## src/rtl/vga_timing_gen.sv

```systemverilog
// Video timing source for vga_driver: pixel/line counters, sync generation and AXI4-Stream pixel fetch.
// Build macro VGA_TEST_PATTERN_EN adds a pattern_sel input that replaces stream data with colour bars.
`timescale 1ns/1ps
module vga_timing_gen #(
    parameter int   H_ACTIVE = 640,
    parameter int   H_FP     = 16,
    parameter int   H_SYNC   = 96,
    parameter int   H_BP     = 48,
    parameter int   V_ACTIVE = 480,
    parameter int   V_FP     = 10,
    parameter int   V_SYNC   = 2,
    parameter int   V_BP     = 33,
    parameter logic SYNC_POL = 1'b0
) (
    input  logic        clk,
    input  logic        rst,
    input  logic        en,
    input  logic        err_clr,
`ifdef VGA_TEST_PATTERN_EN
    input  logic        pattern_sel,
`endif
    input  logic [23:0] s_tdata,
    input  logic        s_tvalid,
    input  logic        s_tuser,
    output logic        s_tready,
    output logic        hsync_o,
    output logic        vsync_o,
    output logic        valid_o,
    output logic [23:0] rgb_o,
    output logic        underflow,
    output logic        sync_err
);

    localparam int H_TOTAL = H_ACTIVE + H_FP + H_SYNC + H_BP;
    localparam int V_TOTAL = V_ACTIVE + V_FP + V_SYNC + V_BP;
    // One spare count of headroom so sync-window end constants never wrap when the back porch is 0.
    localparam int HW = $clog2(H_TOTAL + 1);
    localparam int VW = $clog2(V_TOTAL + 1);

    localparam logic [HW-1:0] H_LAST   = HW'(H_TOTAL - 1);
    localparam logic [HW-1:0] H_ACT    = HW'(H_ACTIVE);
    localparam logic [HW-1:0] HS_START = HW'(H_ACTIVE + H_FP);
    localparam logic [HW-1:0] HS_END   = HW'(H_ACTIVE + H_FP + H_SYNC);
    localparam logic [VW-1:0] V_LAST   = VW'(V_TOTAL - 1);
    localparam logic [VW-1:0] V_ACT    = VW'(V_ACTIVE);
    localparam logic [VW-1:0] VS_START = VW'(V_ACTIVE + V_FP);
    localparam logic [VW-1:0] VS_END   = VW'(V_ACTIVE + V_FP + V_SYNC);

    typedef enum logic [1:0] {
        IDLE     = 2'd0,
        WAIT_SOF = 2'd1,
        RUN      = 2'd2
    } state_t;

    state_t          state;
    state_t          state_nxt;
    logic [HW-1:0]   h_cnt;
    logic [HW-1:0]   h_nxt;
    logic [VW-1:0]   v_cnt;
    logic [VW-1:0]   v_nxt;
    logic            resync;
    logic            resync_nxt;

    logic            frame_end;
    logic            active;
    logic            h_sync_win;
    logic            v_sync_win;
    logic            pat;
    logic [23:0]     bar_rgb;

    logic            tready;
    logic            sof_miss;
    logic            underflow_set;
    logic            hsync_nxt;
    logic            vsync_nxt;
    logic            valid_nxt;
    logic [23:0]     rgb_nxt;

    assign frame_end  = (h_cnt == H_LAST) && (v_cnt == V_LAST);
    assign active     = (h_cnt < H_ACT) && (v_cnt < V_ACT);
    assign h_sync_win = (h_cnt >= HS_START) && (h_cnt < HS_END);
    assign v_sync_win = (v_cnt >= VS_START) && (v_cnt < VS_END);

`ifdef VGA_TEST_PATTERN_EN
    logic [2:0] bar;

    assign pat     = pattern_sel && (state != IDLE);
    assign bar     = 3'((32'(h_cnt) * 32'd8) / 32'(H_ACTIVE));
    assign bar_rgb = {{8{bar[2]}}, {8{bar[1]}}, {8{bar[0]}}};
`else
    assign pat     = 1'b0;
    assign bar_rgb = '0;
`endif

    // Counters: held at the origin while idle, free-running raster otherwise.
    always_comb begin
        h_nxt = '0;
        v_nxt = '0;
        if (state != IDLE) begin
            if (h_cnt == H_LAST) begin
                h_nxt = '0;
                v_nxt = (v_cnt == V_LAST) ? '0 : v_cnt + 1'b1;
            end else begin
                h_nxt = h_cnt + 1'b1;
                v_nxt = v_cnt;
            end
        end
    end

    always_comb begin
        state_nxt     = state;
        tready        = 1'b0;
        sof_miss      = 1'b0;
        underflow_set = 1'b0;
        resync_nxt    = 1'b0;
        valid_nxt     = 1'b0;
        rgb_nxt       = '0;
        hsync_nxt     = ~SYNC_POL;
        vsync_nxt     = ~SYNC_POL;

        if (state != IDLE) begin
            if (h_sync_win) hsync_nxt = SYNC_POL;
            if (v_sync_win) vsync_nxt = SYNC_POL;
        end

        case (state)
            IDLE: begin
                if (en) state_nxt = WAIT_SOF;
            end
            WAIT_SOF: begin
                // Drain stale beats but leave the SOF beat waiting for the next frame start.
                tready = s_tvalid && !s_tuser && !pat;
                if (frame_end) begin
                    if (!en)
                        state_nxt = IDLE;
                    else if (s_tvalid && s_tuser)
                        state_nxt = RUN;
                end
            end
            RUN: begin
                if (!pat) begin
                    tready = active;
                    if (active) begin
                        valid_nxt = 1'b1;
                        if (s_tvalid)
                            rgb_nxt = s_tdata;
                        else
                            underflow_set = 1'b1;
                    end
                    sof_miss = s_tvalid && !s_tuser && (h_cnt == '0) && (v_cnt == '0);
                end
                resync_nxt = resync || sof_miss;
                if (frame_end) begin
                    if (!en)
                        state_nxt = IDLE;
                    else if (resync_nxt)
                        state_nxt = WAIT_SOF;
                end
            end
            default: state_nxt = IDLE;
        endcase

        if (pat) begin
            valid_nxt = active;
            rgb_nxt   = active ? bar_rgb : '0;
        end

        if (state_nxt != RUN) resync_nxt = 1'b0;
    end

    assign s_tready = tready;

    always_ff @(posedge clk or posedge rst) begin
        if (rst) begin
            state  <= IDLE;
            h_cnt  <= '0;
            v_cnt  <= '0;
            resync <= 1'b0;
        end else begin
            state  <= state_nxt;
            h_cnt  <= h_nxt;
            v_cnt  <= v_nxt;
            resync <= resync_nxt;
        end
    end

    always_ff @(posedge clk or posedge rst) begin
        if (rst) begin
            hsync_o <= ~SYNC_POL;
            vsync_o <= ~SYNC_POL;
            valid_o <= 1'b0;
            rgb_o   <= '0;
        end else begin
            hsync_o <= hsync_nxt;
            vsync_o <= vsync_nxt;
            valid_o <= valid_nxt;
            rgb_o   <= rgb_nxt;
        end
    end

    // Sticky flags: a new event in the same cycle wins over the clear request.
    always_ff @(posedge clk or posedge rst) begin
        if (rst) begin
            underflow <= 1'b0;
            sync_err  <= 1'b0;
        end else begin
            if (underflow_set)
                underflow <= 1'b1;
            else if (err_clr)
                underflow <= 1'b0;
            if (sof_miss)
                sync_err <= 1'b1;
            else if (err_clr)
                sync_err <= 1'b0;
        end
    end

endmodule

```

## config.mk

```make
export PLATFORM = sky130hd
export DESIGN_NAME = vga_timing_gen
export DESIGN_NICKNAME = d
export VERILOG_FILES = /design/src/rtl/vga_timing_gen.sv
export SDC_FILE = /design/constraint.sdc
export NUM_CORES = 1
export LEC_CHECK = 0
export ABC_CLOCK_PERIOD_IN_PS = 2170
export BUFFER_PORTS_ARGS = -buffer_cell sky130_fd_sc_hd__buf_2
export CAP_MARGIN = 20
export CORE_MARGIN = 5
export CORE_UTILIZATION = 52
export CTS_BUF_LIST = sky130_fd_sc_hd__clkbuf_16
export DETAILED_ROUTE_END_ITERATION = 8
export GPL_TIMING_DRIVEN = 0
export PLACE_DENSITY_LB_ADDON = 0.15
export RECOVER_POWER = 25
export SYNTH_ARGS = -nofsm -noshare
export SYNTH_HDL_FRONTEND = slang
export SYNTH_SLANG_ARGS = --single-unit
```

## constraint.sdc

```tcl
create_clock -name clk -period 2.17 [get_ports clk]
set_input_delay 0.217 -clock clk [delete_from_list [all_inputs] [get_ports clk]]
set_output_delay 0.217 -clock clk [all_outputs]
set_load 0.005 [all_outputs]
```

== Yosys cells after proc, flatten, opt, wreduce, memory -nomap -nowiden ==
Cells that the tools add are included.
W data, S select, Z words.

* $add $sub $neg: 2
* Order comparisons: 6
* Eq/ne operators: 6
* Mux-type cells: 33
* Reduce and logical (&&, ||, !) cells: 16

{| class="wikitable"
|+ Operators with widths
! operator !! number
|-
| $mux W24 || 3
|-
| $mux W10 || 5
|-
| $add A10 B1 Y10 const B || 2
|-
| $eq A10 B10 Y1 const B || 2
|-
| $logic_not A10 Y1 || 2
|-
| $lt A10 B10 Y1 const B || 2
|-
| $lt A10 B9 Y1 const B || 2
|-
| $mux W1 || 16
|-
| $mux W2 || 7
|-
| $ge A10 B10 Y1 const B || 1
|-
| $ge A10 B9 Y1 const B || 1
|-
| $logic_and A1 B1 Y1 || 8
|-
| $pmux W2 S3 || 1
|-
| $reduce_bool A2 Y1 || 3
|-
| $ne A2 B2 Y1 const B || 2
|-
| $eq A2 B1 Y1 const B || 1
|-
| $eq A2 B2 Y1 const B || 1
|-
| $logic_not A2 Y1 || 1
|-
| $pmux W1 S2 || 1
|-
| $logic_not A1 Y1 || 1
|-
| $logic_or A1 B1 Y1 || 1
|}

* Register bits: 52
* Input bits: 30
* Output and inout port bits: 30
* Logic and storage cells: 73

== Longest topological paths before layout ==
Gate-level depths: netlist of the first run.

* Depth in word-level cells: 12
* Gate-level depth with buffers: 9
* Gate-level depth less buffers: 8

== Worst setup path before layout of the first run ==
OpenSTA, ideal clock, no wires.

* Path kind: register to register
* From: register h_cnt[0]
* To: register v_cnt[9]
* Library setup time: 0.083 ns
* Arrival time: 1.788 ns
* Setup slack: 0.300 ns
* Cell stages (with the launch flop): 8
* Clock period less this slack: 1.870 ns
* Cell sequence: dfrtp_1 -> ha_1 -> nand3_4 -> nor4_1 -> or3b_2 -> o21ai_1 -> nand2_1 -> o21ai_0

* Longest elaborated chain between the ends: 2

{| class="wikitable"
|+ Ends and longest elaborated chain
! item !! RTL line !! source
|-
| from (decl) || 57 || <nowiki>logic [HW-1:0] h_cnt;</nowiki>
|-
| from (signal assigned) || 181 || <nowiki>h_cnt <= h_nxt;</nowiki>
|-
| $eq A10 B10 Y1 || 100 || <nowiki>if (h_cnt == H_LAST) begin</nowiki>
|-
| $ne A2 B2 Y1 (no source line) || - ||
|-
| to (signal assigned) || 182 || <nowiki>v_cnt <= v_nxt;</nowiki>
|-
| to (decl) || 59 || <nowiki>logic [VW-1:0] v_cnt;</nowiki>
|}

No other way between the ends.
A chain may end at the register's enable or synchronous reset.

== Final worst setup path of the first run ==
* From: register v_cnt[5]
* To: register resync

* Longest elaborated chain between the ends: 10
* Elaborated cells on any way between the ends: 14
* Those cells by class: 2 x eq/ne; 8 x mux; 4 x reduce/logical

{| class="wikitable"
|+ Ends and longest elaborated chain
! item !! RTL line !! source
|-
| $logic_not A10 Y1 || 150 || <nowiki>sof_miss = s_tvalid && !s_tuser && (h_cnt == '0) && (v_cnt == '0);</nowiki>
|-
| $logic_and A1 B1 Y1 || 150 ||
|-
| $mux W1 || 126 || <nowiki>case (state)</nowiki>
|-
| $logic_or A1 B1 Y1 || 152 || <nowiki>resync_nxt = resync || sof_miss;</nowiki>
|-
| $mux W2 || 156 || <nowiki>else if (resync_nxt)</nowiki>
|-
| $mux W2 || 154 || <nowiki>if (!en)</nowiki>
|-
| $mux W2 || 153 || <nowiki>if (frame_end) begin</nowiki>
|-
| $pmux W2 S3 || 126 ||
|-
| $ne A2 B2 Y1 || 168 || <nowiki>if (state_nxt != RUN) resync_nxt = 1'b0;</nowiki>
|-
| $mux W1 * || 168 ||
|-
| named net resync_nxt || 62 || <nowiki>logic resync_nxt;</nowiki>
|-
| to (signal assigned) || 183 || <nowiki>resync <= resync_nxt;</nowiki>
|-
| to (decl) || 61 || <nowiki>logic resync;</nowiki>
|}

The timed path passes the listed nets; every way through them passes the cells marked *. The select of a mux whose other input is x is not followed.

==> flow_summary_export.csv, run 1 <==
group,metric,value,unit
outcome,run_status,"finished, final reports clean",
worst_hold_path,holdCritStartpoint,"err_clr",
layout,layoutNonFillerInstCount,347,
timing,clock_skew,0.00528,ns
global_routing,grt.total_usage,17.6,%
clock_tree,worst_skew_pair.late_latency,0.29,ns
layout,post-route-cell-area,0.00295,sq mm
timing,rsz0062_at_grt,"no",
worst_hold_path,hold-path-cell-count,2,
clock_tree,path_clk_slew,0.06,ns
detailed_routing,drc,0,
detailed_routing,postRouteWirelength,4.95,mm
power_and_ir_drop,cellLeakagePower,0.00155,uW
worst_hold_path,timing.hold.worst_endpoint,"underflow",
yosys,synth_warnings,0,
timing,post-route-period-util,93.6,%
timing,finalHoldViolCount,0,
layout,fillCellCount,358,
yosys,synth.avg_cell_area,10.5,sq um
setup_path,worst-r2r-cell-count,7,
global_routing,number_of_global_route_vias_before_repair,1869,
setup_path,cp_arrival,2.22,ns
setup_path,crit_required,2.36,ns
floorplanning,core_area,0.00441,sq mm
clock_tree,post-cts-setup-buffer-count,0,
power_and_ir_drop,total_power_consumption,2300,uW
clock_tree,ctsLongestPathBuffers,2,
yosys,netlist_area_before_placement,0.00238,sq mm
layout,post_route_cells_drive_above_1_share,25.4,%
timing,relative_slew_slack,45.1,%
detailed_routing,post_drt_wl_per_cell,14.3,um
timing,fmax,492,MHz
setup_path,critPathKind,"register to register",
timing,endpoints_failing_setup,0,
worst_hold_path,min_path_type,"primary input to register",
timing,setup_tns,0,ns
detailed_routing,iteration_0_drc_count_of_the_detailed_router,84,
placement,gp_congestion,0.799,
yosys,syn_inst,228,
clock_tree,tritoncts,"built",
placement,port_buffers,58,
timing,period_minus_slack,2.03,ns
global_routing,global_route_wire_length_before_repair,8.73,mm
timing,fin_hold_ws,0.136,ns
setup_path,crit-reg2reg-capture,"resync",
placement,place_inst,339,
detailed_routing,antenna_violating_nets_post_route,0,
timing,slew_violations,0,
yosys,sequential_share_of_the_synthesized_area,54.7,%
floorplanning,placementRows,24,
job,drv.max_cap_violation_count,0,
setup_path,worst_setup_path_start_kind,"register",
clock_tree,clock-sinks,52,
layout,num-nets-final,332,
yosys,synth-seq-cells,52,
layout,sequential_cell_area,0.00130,sq mm
clock_tree,cts_made_buffers,5,
placement,detailed_place_hpwl,3.62,mm
global_routing,grt-ovfl-total,0,
global_routing,antenna_found_initial,0,
layout,antennaDiodeCount,0,
yosys,yosysUniqueCellTypes,42,
floorplanning,dieWidth,77.7,um
yosys,synth_fp_nets,266,
power_and_ir_drop,vdd_drop_max,0.392,mV
clock_tree,number_of_levels_in_the_clock_h_tree,2,
layout,layout.cells.most_common_list,"sky130_fd_sc_hd__buf_2, sky130_fd_sc_hd__dfrtp_1, sky130_fd_sc_hd__and3_1",
global_routing,grt_start_max_net_pins,33,
floorplanning,die_h,77.7,um
floorplanning,die_ar,0.00604,sq mm
detailed_routing,detail_route.vias_per_cell,5.27,
placement,detailed_place.area,0.00276,sq mm
clock_tree,clk_root_buffer_cell,"sky130_fd_sc_hd__clkbuf_16",
timing,worst_pin_slew,0.823,ns
setup_path,end_kind,"register",
detailed_routing,via_total_after_detailed_routing,1829,
layout,areaGrowthSynthToFinish,23.7,%
floorplanning,initial_utilization,54.0,%
layout,multi_input_comb_area,0.00100,sq mm
detailed_routing,drt_first_pass_iters,7,
setup_path,r2r-start,"v_cnt[5]",
setup_path,timing.reg2reg.setup_slack,0.14,ns
setup_path,path_max_fanout,6,
layout,layout_commonest_cell,"sky130_fd_sc_hd__buf_2",
floorplanning,floorplan.io_pins,60,
power_and_ir_drop,power_density,780,mW/mm^2
## per-stage QoR
stage	worst slack, ns	util (%)
2_1_floorplan	0.300	-
3_3_place_gp	0.0760	62.0
3_5_place_dp	0.0497	62.5
4_1_cts	0.0329	66.7
5_1_grt	0.0103	66.8
6_report	0.139	66.8
## critical path, stage by stage, from the launching register on
cell and delay [ns]:
sky130_fd_sc_hd__dfrtp_1 0.43, sky130_fd_sc_hd__nor4_1 0.44, sky130_fd_sc_hd__and4b_1 0.25, sky130_fd_sc_hd__buf_2 0.16, sky130_fd_sc_hd__a41o_1 0.18, sky130_fd_sc_hd__and3_1 0.16
sky130_fd_sc_hd__a21oi_1 0.06, sky130_fd_sc_hd__nor4b_2 0.27
## synthesized netlist by cell type, drive strengths merged
cell | instances | share of area, %
a21boi | 1 | 0.32
a21o | 1 | 0.32
a21oi | 3 | 0.63
a22o | 1 | 0.37
a31oi | 1 | 0.26
a41o | 1 | 0.42
a41oi | 1 | 0.37
and3 | 27 | 7.1
and4b | 1 | 0.42
buf | 3 | 0.63
clkbuf | 6 | 0.94
dfrtp | 50 | 52
dfstp | 2 | 2.2
ha | 8 | 4.2
inv | 17 | 2.7
mux2i | 1 | 0.42
nand2 | 16 | 2.5
nand2b | 1 | 0.26
nand3 | 8 | 2.2
nand3b | 1 | 0.32
nand4 | 7 | 1.8
nand4b | 3 | 1.1
nor2 | 25 | 4.0
nor2b | 1 | 0.26
nor3 | 5 | 1.0
nor3b | 1 | 0.52
nor4 | 5 | 1.3
nor4b | 1 | 0.63
o21a | 1 | 0.32
o21ai | 6 | 1.3
o22ai | 2 | 0.52
o31ai | 1 | 0.89
or3 | 3 | 1.0
or3b | 2 | 0.74
or4 | 1 | 0.32
xnor2 | 3 | 1.1
xor2 | 11 | 4.0
## cell families (layout without fill, tap and decap cells)
logic type	after synthesis	in the layout	share of synthesized area (%)
buf+inv	26	93	4.25
compound gates	19	19	5.67
mux	1	1	0.420
simple gates	108	108	25.6
fa+ha+maj	8	8	4.20
flops	52	52	54.7
xor+xnor	14	14	5.14
## what timing repair did
item,4_1_cts,5_1_grt
pin swaps,0,0
hold buffers,1,0
endpoints found under the setup margin,1,5
resized for setup,1,3
endpoints found under the hold margin,18,0
## routing by layer
metal | up-vias | wire, um | track usage [%]
met5 | - | 0 | 0
met4 | 0 | 54 | 4.81
met3 | 7 | 330 | 5.56
met2 | 49 | 2450 | 29.0
met1 | 854 | 2110 | 22.4
li1 | 919 | - | -
## state kept, by name, summed over array words and instances, names as in the netlist
register and cells:
v_cnt 10, sync_err 1, rgb_o 24, h_cnt 10, vsync_o 1, state 2, hsync_o 1, resync 1
underflow 1, valid_o 1
## worst max path at each step
| stage | from | end | cells after the start |
|---|---|---|---|
| floorplan | h_cnt[0] | v_cnt[9] | 7 |
| global placement | rst | resync | 2 |
| detailed placement | h_cnt[0] | v_cnt[9] | 7 |
| CTS | state[1] | v_cnt[8] | 9 |
| global route | v_cnt[5] | state[1] | 7 |
| finish | v_cnt[5] | resync | 7 |
## where the power goes
part | internal (uW) | switching (uW)
Sequential | 1000 | 41.1
Clock | 541 | 330
Combinational | 144 | 243
Total | 1690 | 613
## layout make-up
type	count	area share (%)
buffer	8	1.15
multi-input combinational	150	34.0
sequential	52	44.2
timing repair buffer	60	10.6
tap	52	2.21
clock inverter	3	1.44
clock buffer	5	4.24
inverter	17	2.16
Power figures use the tool's default switching activity.
==> inputs of run 2 (changes only) <==
--- a/config.mk
+++ b/config.mk
@@ -5,11 +5,12 @@
 export SDC_FILE = /design/constraint.sdc
 export NUM_CORES = 1
 export LEC_CHECK = 0
+export ABC_AREA = 1
 export ABC_CLOCK_PERIOD_IN_PS = 2170
 export BUFFER_PORTS_ARGS = -buffer_cell sky130_fd_sc_hd__buf_2
 export CAP_MARGIN = 20
 export CORE_MARGIN = 5
-export CORE_UTILIZATION = 52
+export CORE_UTILIZATION = 53
 export CTS_BUF_LIST = sky130_fd_sc_hd__clkbuf_16
 export DETAILED_ROUTE_END_ITERATION = 8
 export GPL_TIMING_DRIVEN = 0
==> flow_summary_export.csv, run 2 <==
group,metric,value,unit
outcome,run_status,"finished, final reports clean",
layout,post_route_cells_drive_above_1_share,24.7,%
power_and_ir_drop,power.internal,1540,uW
yosys,synth_warnings,0,
power_and_ir_drop,clock_power_share,46.1,%
setup_path,timing.reg2reg.setup_slack,0.42,ns
worst_hold_path,holdCritStartpoint,"s_tdata[19]",
setup_path,path_max_fanout,4,
layout,largest_register_ffs,24,
power_and_ir_drop,power_frac_seq,50.5,%
power_and_ir_drop,vdd_drop_max,0.399,mV
yosys,synthMostInstantiatedCell,"sky130_fd_sc_hd__inv_1",
yosys,sequential_share_of_the_synthesized_area,50.6,%
layout,layout.core_utilization,66.5,%
global_routing,antenna_found_initial,0,
setup_path,critPathKind,"register to primary output",
clock_tree,ctsLongestPathBuffers,2,
timing,finalHoldViolCount,0,
power_and_ir_drop,p_switching,379,uW
detailed_routing,drc,0,
floorplanning,die_h,79.7,um
clock_tree,number_of_levels_in_the_clock_h_tree,2,
clock_tree,cts.repair.resized,0,
worst_hold_path,min_path_type,"primary input to register",
global_routing,grt.total_usage,19.3,%
job,drv.max_cap_violation_count,0,
layout,reg_top3,"rgb_o: 24 flops, h_cnt: 10 flops, v_cnt: 10 flops",
power_and_ir_drop,power_density,611,mW/mm^2
layout,num-nets-final,413,
timing,fmax,552,MHz
clock_tree,hold_buffers,1,
clock_tree,path_clk_slew,0.07,ns
detailed_routing,post_drt_wl_per_cell,11.9,um
global_routing,grt_start_max_net_pins,38,
yosys,syn_inst,307,
layout,layout.cells.most_common_list,"sky130_fd_sc_hd__inv_1, sky130_fd_sc_hd__buf_2, sky130_fd_sc_hd__dfrtp_1",
floorplanning,die_ar,0.00636,sq mm
yosys,synth.avg_cell_area,8.39,sq um
setup_path,crit_required,1.95,ns
clock_tree,cts_made_buffers,5,
worst_hold_path,hold-path-cell-count,3,
floorplanning,dieWidth,79.7,um
setup_path,end_kind,"primary output",
timing,slew_violations,0,
layout,areaGrowthSynthToFinish,21.9,%
power_and_ir_drop,power_frac_comb,3.4,%
detailed_routing,via_total_after_detailed_routing,2124,
detailed_routing,antenna_violating_nets_post_route,0,
timing,rsz0062_at_grt,"no",
setup_path,worst-r2r-cell-count,8,
power_and_ir_drop,cellLeakagePower,0.00175,uW
timing,clock_skew,0.00281,ns
floorplanning,floorplan.io_pins,60,
timing,endpoints_failing_setup,0,
timing,relative_slew_slack,58.0,%
placement,detailed_place_hpwl,3.94,mm
layout,antennaDiodeCount,0,
yosys,synth_edf_count,0,
yosys,synth_largest_area_cell,"sky130_fd_sc_hd__dfrtp_1",
timing,post-route-period-util,83.4,%
clock_tree,clock-sinks,52,
yosys,synth-seq-cells,52,
yosys,synth_fp_nets,345,
detailed_routing,iteration_0_drc_count_of_the_detailed_router,103,
power_and_ir_drop,total_power_consumption,1920,uW
timing,period_minus_slack,1.81,ns
power_and_ir_drop,power.switching_fraction,19.8,%
setup_path,cp_arrival,1.59,ns
setup_path,r2r-start,"state[1]",
clock_tree,post-cts-setup-buffer-count,0,
layout,max_flop_register,"rgb_o",
worst_hold_path,timing.hold.worst_endpoint,"rgb_o[19]",
setup_path,crit-reg2reg-capture,"v_cnt[4]",
yosys,synth_flop_cell,"sky130_fd_sc_hd__dfrtp_1",
timing,setup_tns,0,ns
floorplanning,core_area,0.00472,sq mm
yosys,netlist_top_cells_area,"sky130_fd_sc_hd__dfrtp_1, sky130_fd_sc_hd__inv_1, sky130_fd_sc_hd__nor2_1, sky130_fd_sc_hd__nand2_1, sky130_fd_sc_hd__ha_1",
global_routing,global_route_wire_length_before_repair,9.60,mm
clock_tree,tritoncts,"built",
yosys,yosysUniqueCellTypes,34,
floorplanning,placementRows,25,
clock_tree,worst_skew_pair.late_latency,0.29,ns
timing,worst_pin_slew,0.629,ns
floorplanning,initial_utilization,54.5,%
detailed_routing,postRouteWirelength,5.29,mm
yosys,async_flop_share,100,%
detailed_routing,detail_route.vias_per_cell,4.79,
placement,port_buffers,59,
placement,preCtsSetupSlack,0.455,ns
yosys,synth_top_area_share,48.6,%
clock_tree,clk_root_buffer_cell,"sky130_fd_sc_hd__clkbuf_16",
detailed_routing,drt_first_pass_iters,4,
layout,layout_commonest_cell,"sky130_fd_sc_hd__inv_1",
timing,fin_hold_ws,0.131,ns
yosys,synth.cells.most_frequent,"sky130_fd_sc_hd__inv_1, sky130_fd_sc_hd__dfrtp_1, sky130_fd_sc_hd__nor2_1",
global_routing,grt-ovfl-total,0,
setup_path,worst_setup_path_start_kind,"register",
yosys,netlist_area_before_placement,0.00258,sq mm
global_routing,number_of_global_route_vias_before_repair,2198,
timing,worst_case_setup_margin_in_the_final_layout,0.360,ns
placement,gp_congestion,0.859,
-- run 2: cell types whose count changed in the layout (fill, tap and decap cells not counted), sizes merged, moves of 11 or more --
cell | before | now
a21oi | 3 | 14
inv | 17 | 65
nor2 | 25 | 56
nand2 | 16 | 45
nand3 | 8 | 20
and3 | 27 | 1
-- run 2: worst max-delay path by stage --
stage	to	slack, ns	cells past startpoint	start
global placement	state[0]	0.08	2	rst
CTS	s_tready	0.34	6	v_cnt[8]
detailed placement	resync	0.46	13	v_cnt[1]
finish	s_tready	0.36	6	v_cnt[6]
global route	state[1]	0.23	13	v_cnt[1]
floorplan	resync	0.68	9	h_cnt[0]
-- run 2: power by group through the flow --
| stage | logic (uW) | clock network, uW | registers (uW) |
|---|---|---|---|
| 2_1_floorplan | 26.6 | 0 | 987 |
| 3_3_place_gp | 59.4 | 0 | 987 |
| 3_5_place_dp | 65.4 | 0 | 987 |
| 4_1_cts | 66.9 | 908 | 969 |
| 5_1_grt | 76.8 | 953 | 968 |
| 6_report | 64.3 | 885 | 969 |
-- run 2: stage by stage --
step / cells / area, sq um
after detailed placement: 434 / 2980
after global routing: 443 / 3140
final: 443 / 3140
after global placement: 433 / 2960
after CTS: 443 / 3150
after floorplan: 307 / 2580
-- run 2: final cells by class --
class | count | area (sq um)
fill | 408 | 1580
sequential | 52 | 1300
multi-input combinational | 184 | 990
timing repair buffer | 61 | 313
inverter | 66 | 249
clock buffer | 5 | 125
tap | 67 | 83.8
clock inverter | 3 | 42.5
buffer | 5 | 33.8
-- run 2: cell families (layout without fill, tap and decap cells) --
group | count (synthesis) | after routing | synth area share [%]
adder cells (fa/ha/maj) | 8 | 8 | 3.89
buffers and inverters | 71 | 140 | 11.0
flip-flops | 52 | 52 | 50.6
AO/OA/AOI/OAI | 29 | 29 | 6.56
XOR/XNOR | 3 | 3 | 1.02
AND/OR/NAND/NOR | 144 | 144 | 27.0
-- run 2: per-layer routing --
layer | up-vias | track usage [%] | share of wire (%)
li1 | 1078 | - | -
met4 | 0 | 6.53 | 1.5
met3 | 8 | 8.47 | 9.2
met2 | 69 | 30.0 | 47
met1 | 969 | 24.0 | 43
met5 | - | 0 | 0
-- run 2: critical path, cell delays in order (launching register included) --
cell and delay (ns):
sky130_fd_sc_hd__dfrtp_1 0.41, sky130_fd_sc_hd__nand2_1 0.15, sky130_fd_sc_hd__nor2_1 0.06, sky130_fd_sc_hd__a21oi_1 0.16, sky130_fd_sc_hd__nand3_1 0.16, sky130_fd_sc_hd__a21boi_0 0.22, sky130_fd_sc_hd__buf_2 0.15
